<file path="src/rtl/instruction_cache_refill_pkg.sv">
// Shared types for the instruction-cache refill controller.
// Contents:
//   CacheWrControl  - cache fill-port write command.
//   RefillState     - refill FSM states.
//   CACHE_LINE_WORDS - words per cache line (fixed at 4).
//   line_word_addr  - builds a word-aligned address from a line base and word index.
package instruction_cache_refill_pkg;

  typedef enum logic [1:0] {
    CACHE_NO_WR = 2'b00,
    CACHE_W_WR  = 2'b01
  } CacheWrControl;

  typedef enum logic [2:0] {
    REFILL_IDLE  = 3'd0,
    REFILL_REQ   = 3'd1,
    REFILL_WAIT  = 3'd2,
    REFILL_WRITE = 3'd3,
    REFILL_DONE  = 3'd4
  } RefillState;

  localparam int CACHE_LINE_WORDS = 4;

  // Line base keeps bits [31:4]; the word index selects bits [3:2]; bits [1:0] are always zero.
  function automatic logic [31:0] line_word_addr(input logic [31:0] base, input logic [1:0] idx);
    return {base[31:4], idx, 2'b00};
  endfunction

endpackage

</file>
<file path="src/rtl/instruction_cache_refill_if.sv">
// Main-memory read port used by the instruction-cache refill controller.
// Signals:
//   mem_rd_req   - read request valid (master -> slave)
//   mem_rd_addr  - word address of the request (master -> slave)
//   mem_rd_ready - memory accepts the request (slave -> master)
//   mem_rd_valid - read data valid (slave -> master)
//   mem_rd_data  - read data (slave -> master)
interface instruction_cache_refill_if;
  logic        mem_rd_req;
  logic [31:0] mem_rd_addr;
  logic        mem_rd_ready;
  logic        mem_rd_valid;
  logic [31:0] mem_rd_data;

  modport master (
    output mem_rd_req,
    output mem_rd_addr,
    input  mem_rd_ready,
    input  mem_rd_valid,
    input  mem_rd_data
  );

  modport slave (
    input  mem_rd_req,
    input  mem_rd_addr,
    output mem_rd_ready,
    output mem_rd_valid,
    output mem_rd_data
  );
endinterface

</file>
<file path="src/rtl/instruction_cache_refill.sv">
// Instruction-cache miss service: on a miss, stalls fetch and refills the
// 4-word line from main memory one word at a time through the cache fill port.
// Optional feature macro: ICACHE_REFILL_CRITICAL_WORD_FIRST_EN
//   defined   -> fill starts at pc[3:2] and wraps (e.g. 2,3,0,1)
//   undefined -> fill always runs 0,1,2,3
// Ports:
//   clk, reset                 - clock, asynchronous active-high reset
//   pc                         - fetch address (line index and critical word)
//   instruction_cache_miss     - nonzero = miss on current pc
//   instruction_cache_tag      - tag of the missing line
//   instruction_cache_stall    - holds fetch while a refill is pending
//   instruction_cache_addr     - fill address
//   instruction_cache_wr_data  - fill data
//   instruction_cache_wr_en    - CACHE_W_WR during a fill write
//   mem                        - main-memory read port (master side)
//   refill_count               - number of completed refills (wraps)
module instruction_cache_refill
  import instruction_cache_refill_pkg::*;
#(
  parameter  int INST_MEM_CACHE_SIZE = 1024,
  localparam int INDEX_W = $clog2(INST_MEM_CACHE_SIZE / 16),
  localparam int TAG_W   = 28 - INDEX_W
) (
  input  logic                clk,
  input  logic                reset,
  input  logic [31:0]         pc,
  input  logic [3:0]          instruction_cache_miss,
  input  logic [TAG_W-1:0]    instruction_cache_tag,
  output logic                instruction_cache_stall,
  output logic [31:0]         instruction_cache_addr,
  output logic [31:0]         instruction_cache_wr_data,
  output CacheWrControl       instruction_cache_wr_en,
  instruction_cache_refill_if.master mem,
  output logic [31:0]         refill_count
);

  localparam int LINE_WORDS = CACHE_LINE_WORDS;
  localparam logic [1:0] LAST_WORD = 2'(LINE_WORDS - 1);

  RefillState    state_r, state_nxt;
  logic [31:0]   line_base_r, line_base_nxt;
  logic [1:0]    word_idx_r, word_idx_nxt;
  logic [1:0]    word_cnt_r, word_cnt_nxt;
  logic [31:0]   wr_data_nxt;
  logic [31:0]   addr_nxt;
  logic [1:0]    start_word;
  logic          miss_s;

  logic          mem_rd_req_r;
  logic [31:0]   mem_rd_addr_r;
  logic [31:0]   cache_addr_r;
  logic [31:0]   cache_wr_data_r;
  CacheWrControl cache_wr_en_r;
  logic [31:0]   refill_count_r;
  logic          unused_pc_bits;

`ifdef ICACHE_REFILL_CRITICAL_WORD_FIRST_EN
  assign start_word     = pc[3:2];
  assign unused_pc_bits = ^{pc[31:INDEX_W+4], pc[1:0]};
`else
  assign start_word     = 2'd0;
  assign unused_pc_bits = ^{pc[31:INDEX_W+4], pc[3:0]};
`endif

  assign miss_s = (instruction_cache_miss != 4'b0000);

  // Next-state, line latch, word sequencing and fill-data capture.
  always_comb begin
    state_nxt     = state_r;
    line_base_nxt = line_base_r;
    word_idx_nxt  = word_idx_r;
    word_cnt_nxt  = word_cnt_r;
    wr_data_nxt   = 32'd0;
    case (state_r)
      REFILL_IDLE: begin
        if (miss_s) begin
          line_base_nxt = {instruction_cache_tag, pc[INDEX_W+3:4], 4'b0000};
          word_idx_nxt  = start_word;
          word_cnt_nxt  = 2'd0;
          state_nxt     = REFILL_REQ;
        end else begin
          state_nxt = REFILL_IDLE;
        end
      end
      REFILL_REQ: begin
        if (mem.mem_rd_ready) begin
          state_nxt = REFILL_WAIT;
        end else begin
          state_nxt = REFILL_REQ;
        end
      end
      REFILL_WAIT: begin
        if (mem.mem_rd_valid) begin
          wr_data_nxt = mem.mem_rd_data;
          state_nxt   = REFILL_WRITE;
        end else begin
          state_nxt = REFILL_WAIT;
        end
      end
      REFILL_WRITE: begin
        if (word_cnt_r == LAST_WORD) begin
          state_nxt = REFILL_DONE;
        end else begin
          word_cnt_nxt = word_cnt_r + 2'd1;
          word_idx_nxt = word_idx_r + 2'd1;  // 2-bit wrap gives 3 -> 0
          state_nxt    = REFILL_REQ;
        end
      end
      REFILL_DONE: begin
        state_nxt = REFILL_IDLE;
      end
      default: begin
        state_nxt = REFILL_IDLE;
      end
    endcase
    addr_nxt = line_word_addr(line_base_nxt, word_idx_nxt);
  end

  // State, sequencing registers and registered outputs decoded from the next state.
  always_ff @(posedge clk or posedge reset) begin
    if (reset) begin
      state_r         <= REFILL_IDLE;
      line_base_r     <= 32'd0;
      word_idx_r      <= 2'd0;
      word_cnt_r      <= 2'd0;
      mem_rd_req_r    <= 1'b0;
      mem_rd_addr_r   <= 32'd0;
      cache_addr_r    <= 32'd0;
      cache_wr_data_r <= 32'd0;
      cache_wr_en_r   <= CACHE_NO_WR;
      refill_count_r  <= 32'd0;
    end else begin
      state_r         <= state_nxt;
      line_base_r     <= line_base_nxt;
      word_idx_r      <= word_idx_nxt;
      word_cnt_r      <= word_cnt_nxt;
      mem_rd_req_r    <= (state_nxt == REFILL_REQ);
      mem_rd_addr_r   <= (state_nxt == REFILL_REQ) ? addr_nxt : 32'd0;
      cache_addr_r    <= (state_nxt == REFILL_WRITE) ? addr_nxt : 32'd0;
      cache_wr_data_r <= (state_nxt == REFILL_WRITE) ? wr_data_nxt : 32'd0;
      cache_wr_en_r   <= (state_nxt == REFILL_WRITE) ? CACHE_W_WR : CACHE_NO_WR;
      if (state_r == REFILL_DONE) begin
        refill_count_r <= refill_count_r + 32'd1;
      end else begin
        refill_count_r <= refill_count_r;
      end
    end
  end

  // Stall must rise in the miss cycle itself, so it is combinational; reset
  // gating keeps it low while reset is held even if the miss input is still up.
  assign instruction_cache_stall   = ~reset & ((state_r != REFILL_IDLE) | miss_s);
  assign instruction_cache_addr    = cache_addr_r;
  assign instruction_cache_wr_data = cache_wr_data_r;
  assign instruction_cache_wr_en   = cache_wr_en_r;
  assign mem.mem_rd_req            = mem_rd_req_r;
  assign mem.mem_rd_addr           = mem_rd_addr_r;
  assign refill_count              = refill_count_r;

endmodule

</file>
<file path="src/flat_wrapper.sv">
// flat-port wrapper written by rule: the top's interface ports become plain ports
module instruction_cache_refill_flat import instruction_cache_refill_pkg::*;
#(
  parameter  int INST_MEM_CACHE_SIZE = 1024,
  localparam int INDEX_W = $clog2(INST_MEM_CACHE_SIZE / 16),
  localparam int TAG_W   = 28 - INDEX_W
)
  (clk, reset, pc, instruction_cache_miss, instruction_cache_tag, instruction_cache_stall, instruction_cache_addr, instruction_cache_wr_data, instruction_cache_wr_en, refill_count, mem_mem_rd_req, mem_mem_rd_addr, mem_mem_rd_ready, mem_mem_rd_valid, mem_mem_rd_data);
  instruction_cache_refill_if mem_i ();
  input  logic clk;
  input  logic reset;
  input  logic [31:0] pc;
  input  logic [3:0] instruction_cache_miss;
  input  logic [TAG_W-1:0] instruction_cache_tag;
  output logic instruction_cache_stall;
  output logic [31:0] instruction_cache_addr;
  output logic [31:0] instruction_cache_wr_data;
  output CacheWrControl instruction_cache_wr_en;
  output logic [31:0] refill_count;
  output wire logic [$bits(mem_i.mem_rd_req)-1:0] mem_mem_rd_req;
  output wire logic [$bits(mem_i.mem_rd_addr)-1:0] mem_mem_rd_addr;
  input wire logic [$bits(mem_i.mem_rd_ready)-1:0] mem_mem_rd_ready;
  input wire logic [$bits(mem_i.mem_rd_valid)-1:0] mem_mem_rd_valid;
  input wire logic [$bits(mem_i.mem_rd_data)-1:0] mem_mem_rd_data;
  assign mem_mem_rd_req = mem_i.mem_rd_req;
  assign mem_mem_rd_addr = mem_i.mem_rd_addr;
  assign mem_i.mem_rd_ready = mem_mem_rd_ready;
  assign mem_i.mem_rd_valid = mem_mem_rd_valid;
  assign mem_i.mem_rd_data = mem_mem_rd_data;
  instruction_cache_refill #(.INST_MEM_CACHE_SIZE(INST_MEM_CACHE_SIZE)) u_core (.clk(clk), .reset(reset), .pc(pc), .instruction_cache_miss(instruction_cache_miss), .instruction_cache_tag(instruction_cache_tag), .instruction_cache_stall(instruction_cache_stall), .instruction_cache_addr(instruction_cache_addr), .instruction_cache_wr_data(instruction_cache_wr_data), .instruction_cache_wr_en(instruction_cache_wr_en), .mem(mem_i), .refill_count(refill_count));
endmodule
</file>
<file path="config.mk">
export PLATFORM = sky130hd
export DESIGN_NAME = instruction_cache_refill_flat
export DESIGN_NICKNAME = d
export VERILOG_FILES = /design/src/rtl/instruction_cache_refill_pkg.sv /design/src/rtl/instruction_cache_refill_if.sv /design/src/rtl/instruction_cache_refill.sv /design/src/flat_wrapper.sv
export SDC_FILE = /design/constraint.sdc
export NUM_CORES = 1
export LEC_CHECK = 0
export ABC_CLOCK_PERIOD_IN_PS = 11500
export CAP_MARGIN = 0
export CORE_ASPECT_RATIO = 1.4
export CORE_UTILIZATION = 53
export CTS_BUF_LIST = sky130_fd_sc_hd__clkbuf_16
export DETAILED_ROUTE_END_ITERATION = 8
export DONT_BUFFER_PORTS = 1
export PLACE_DENSITY_LB_ADDON = 0.05
export SETUP_SLACK_MARGIN = 0.05
export SYNTH_ARGS = -nofsm -noshare
export SYNTH_HDL_FRONTEND = slang
export SYNTH_SLANG_ARGS = --single-unit
</file>
<file path="constraint.sdc">
create_clock -name clk -period 11.5 [get_ports clk]
set_input_delay 2.875 -clock clk [delete_from_list [all_inputs] [get_ports clk]]
set_output_delay 2.875 -clock clk [all_outputs]
set_load 0.01 [all_outputs]
</file>
==> results.py <==
metrics = {
    "timing": {
        "fin_hold_ws_ns": 0.5052,
        "layout_min_cycle_time_ns": 6.278,
        "finalSetupTns_ns": 0,
        "relSlewSlack": 0.3451,
        "rsz0062_at_grt": "no",
        "min_period_over_period": 0.5459,
        "finalSetupViolations": 0,
        "fmax_mhz": 159.3,
        "fin_skew_ns": 0.006548,
        "worst_pin_slew_ns": 0.9788,
        "finalHoldViolCount": 0,
        "drv_slew": 0,
    },
    "clocking": {
        "cts_setup_buffers": 0,
        "cts_num_sinks": 161,
        "path_clk_slew_ns": 0.06,
        "cts_tree": "built",
        "cts_resized": 0,
        "cts_htree_levels": 4,
        "ctsRootBufferMaster": "clkbuf_16",
        "cts_hold_buf": 0,
        "insertion_delay_ns": 0.41,
        "cts_inserted_buffers": 17,
        "cts_max_path_buffers": 2,
    },
    "floorplanning": {
        "start_util": 0.5451,
        "std_cell_rows": 45,
        "die_area_um2": 11610,
        "die_width_um": 91.35,
        "ios": 226,
        "die_height_um": 127.1,
        "coreArea_um2": 10870,
    },
    "status": {
        "status": "finished, final reports clean",
    },
    "power_and_ir_drop": {
        "p_leak_uw": 0.003384,
        "power_density_nw_per_um2": 246.3,
        "ir_drop_mv": 0.1248,
    },
    "synth": {
        "ys_ff_latch": 161,
        "synth.area.top_cells": "dfrtp_1 (68%), mux2i_1 (4.7%), nor2_1 (4.2%)",
        "yosysSeqAreaShare": 0.6802,
        "synth_warnings": 0,
        "synth_edf_count": 0,
        "netlist_instances": 471,
        "synth_cell_types": 43,
        "ys.flop_type": "dfrtp_1",
        "async_reset_ff_frac": 1.000,
        "synth_area_um2": 5923,
        "synth_area_leader_cell": "dfrtp_1",
        "syn_avg_cell_area_um2": 12.58,
        "ys_top_cells_by_count": "dfrtp_1 (161), nor2_1 (67), and2_1 (34), inv_1 (34), mux2i_1 (28)",
        "yosysMostFrequentCell": "dfrtp_1",
        "yosysTopAreaCellShare": 0.6802,
    },
    "layout": {
        "n_antenna_cell": 0,
        "drive_gt1_frac": 0.09446,
        "multi_input_comb_area_um2": 1669,
        "stdcell_count": 628,
        "register_area_um2": 4029,
        "fillers": 853,
        "final_area_um2": 6601,
        "area_delta_synth_final_pct": 11.45,
        "layout.nets": 571,
    },
    "route": {
        "first_pass_iters": 4,
        "drt_iter0_markers": 129,
        "routed_wl_um": 11280,
        "drc": 0,
        "num_vias": 3384,
        "via_per_inst": 5.389,
        "post_drt_wl_per_cell_um": 17.97,
        "antenna_left": 0,
    },
    "place": {
        "place_inst": 597,
        "routabilityCongestion": 0.8181,
        "io_buffers": 0,
        "dpl_cell_area_um2": 6037,
        "place_hpwl_um": 7698,
    },
    "critical_path": {
        "critPathArrivalTime_ns": 3.40,
        "end_kind": "output pin",
        "critical_path_class": "in -> out",
        "critPathMaxFanout": 2,
        "slowest_delay_ns": 0.34,
        "crit_chain": "nor4_1 -> a21oi_1",
        "path_delay_family": "simple AND/OR/NAND/NOR gates",
        "path_buf_inv": 0,
        "start_kind": "primary input",
        "worstPathRequired_ns": 8.63,
        "cp_slowest_cell": "nor4_1",
    },
    "grt": {
        "grt_use_total": 0.2087,
        "grt-ovfl-total": 0,
        "antenna_found_initial": 0,
        "grt_pass1_wl_um": 18010,
        "grt_max_degree": 88,
        "grt_pass1_vias": 3438,
    },
    "flow_run": {
        "maxCapViolCount": 0,
    },
    "min_path": {
        "worstHoldPathType": "reg -> reg",
    },
}
-- worst paths after layout --
kind	slack, ns	endpoint	depth (start not counted)	startpoint
setup reg to reg	9.30	u_core.word_cnt_r[0]	4	u_core.state_r[1]
setup / recovery	5.22	instruction_cache_stall	2	instruction_cache_miss[1]
max in group asynchronous	7.63	u_core.mem.mem_rd_addr[11]	2	reset
min in group asynchronous	2.45	u_core.refill_count[2]	1	reset
hold reg to reg	0.51	u_core.line_base_r[6]	2	u_core.line_base_r[6]
hold / removal	0.51	u_core.line_base_r[6]	2	u_core.line_base_r[6]
-- flip-flops by register name, summed over array words and instances (netlist names) --
signal	count
u_core.instruction_cache_wr_data	32
u_core.refill_count	32
u_core.instruction_cache_addr	30
u_core.mem.mem_rd_addr	30
u_core.line_base_r	28
u_core.state_r	3
u_core.word_cnt_r	2
u_core.word_idx_r	2
u_core.instruction_cache_wr_en	1
u_core.mem.mem_rd_req	1
-- area by class of cell --
cell class / instances / area share
clock inverter: 14 / 0.02104
sequential: 161 / 0.6103
clock buffer: 17 / 0.06444
multi-input combinational: 256 / 0.2528
inverter: 36 / 0.02123
tap: 141 / 0.02672
timing repair buffer: 3 / 0.003412
-- cell usage in the layout (no fill, tap or decap), types with 2 or more instances in the layout --
| cell type | count |
|---|---|
| conb_1 | 5 |
| dfrtp_1 | 161 |
| clkbuf_16 | 17 |
| nand4_1 | 16 |
| and4_1 | 7 |
| nand3_1 | 11 |
| a31oi_1 | 2 |
| nor2_1 | 67 |
| inv_6 | 4 |
| nor2b_1 | 2 |
| buf_4 | 3 |
| mux2i_1 | 28 |
| a21oi_1 | 3 |
| xor2_1 | 9 |
| inv_2 | 2 |
| xnor2_1 | 22 |
| clkinv_1 | 2 |
| nor4_1 | 4 |
| nor3_2 | 6 |
| clkinv_4 | 3 |
| nand2_1 | 12 |
| inv_1 | 34 |
| and3_1 | 5 |
| ha_1 | 2 |
| bufinv_16 | 2 |
| and2_1 | 34 |
| clkinv_2 | 3 |
-- cells by family after synthesis --
family	share of synthesized area
other	0.0006331
and+or+nand+nor	0.1637
adders and majority gates	0.004224
muxes	0.05112
buffers and inverters	0.04330
xor gates and xnor gates	0.04584
DFF	0.6802
AOI/OAI and AO/OA	0.01098
-- routing by layer --
layer | GRT usage | vias to the layer above | routed length [um]
met5 | 0 | - | 0
met4 | 0.08590 | 0 | 223
met3 | 0.09107 | 15 | 901
met2 | 0.3498 | 161 | 5877
met1 | 0.2335 | 1689 | 4281
li1 | - | 1519 | -
-- power breakdown --
group	internal (uW)	switching [uW]	total (uW)
Sequential	699	96.4	795
Combinational	108	189	297
Clock	317	217	534
Total	1120	502	1630
-- per-stage QoR --
step                      utilization  setup WS (ns)  total power, uW
after detailed placement       0.5556          5.226             1109
after CTS                      0.6075          5.216             1648
after global placement         0.5556          5.230             1099
after global routing           0.6075          5.197             1715
after floorplan                     -          4.277             1028
final                          0.6075          5.222             1626
No activity file was read; power rests on OpenSTA's default activity.
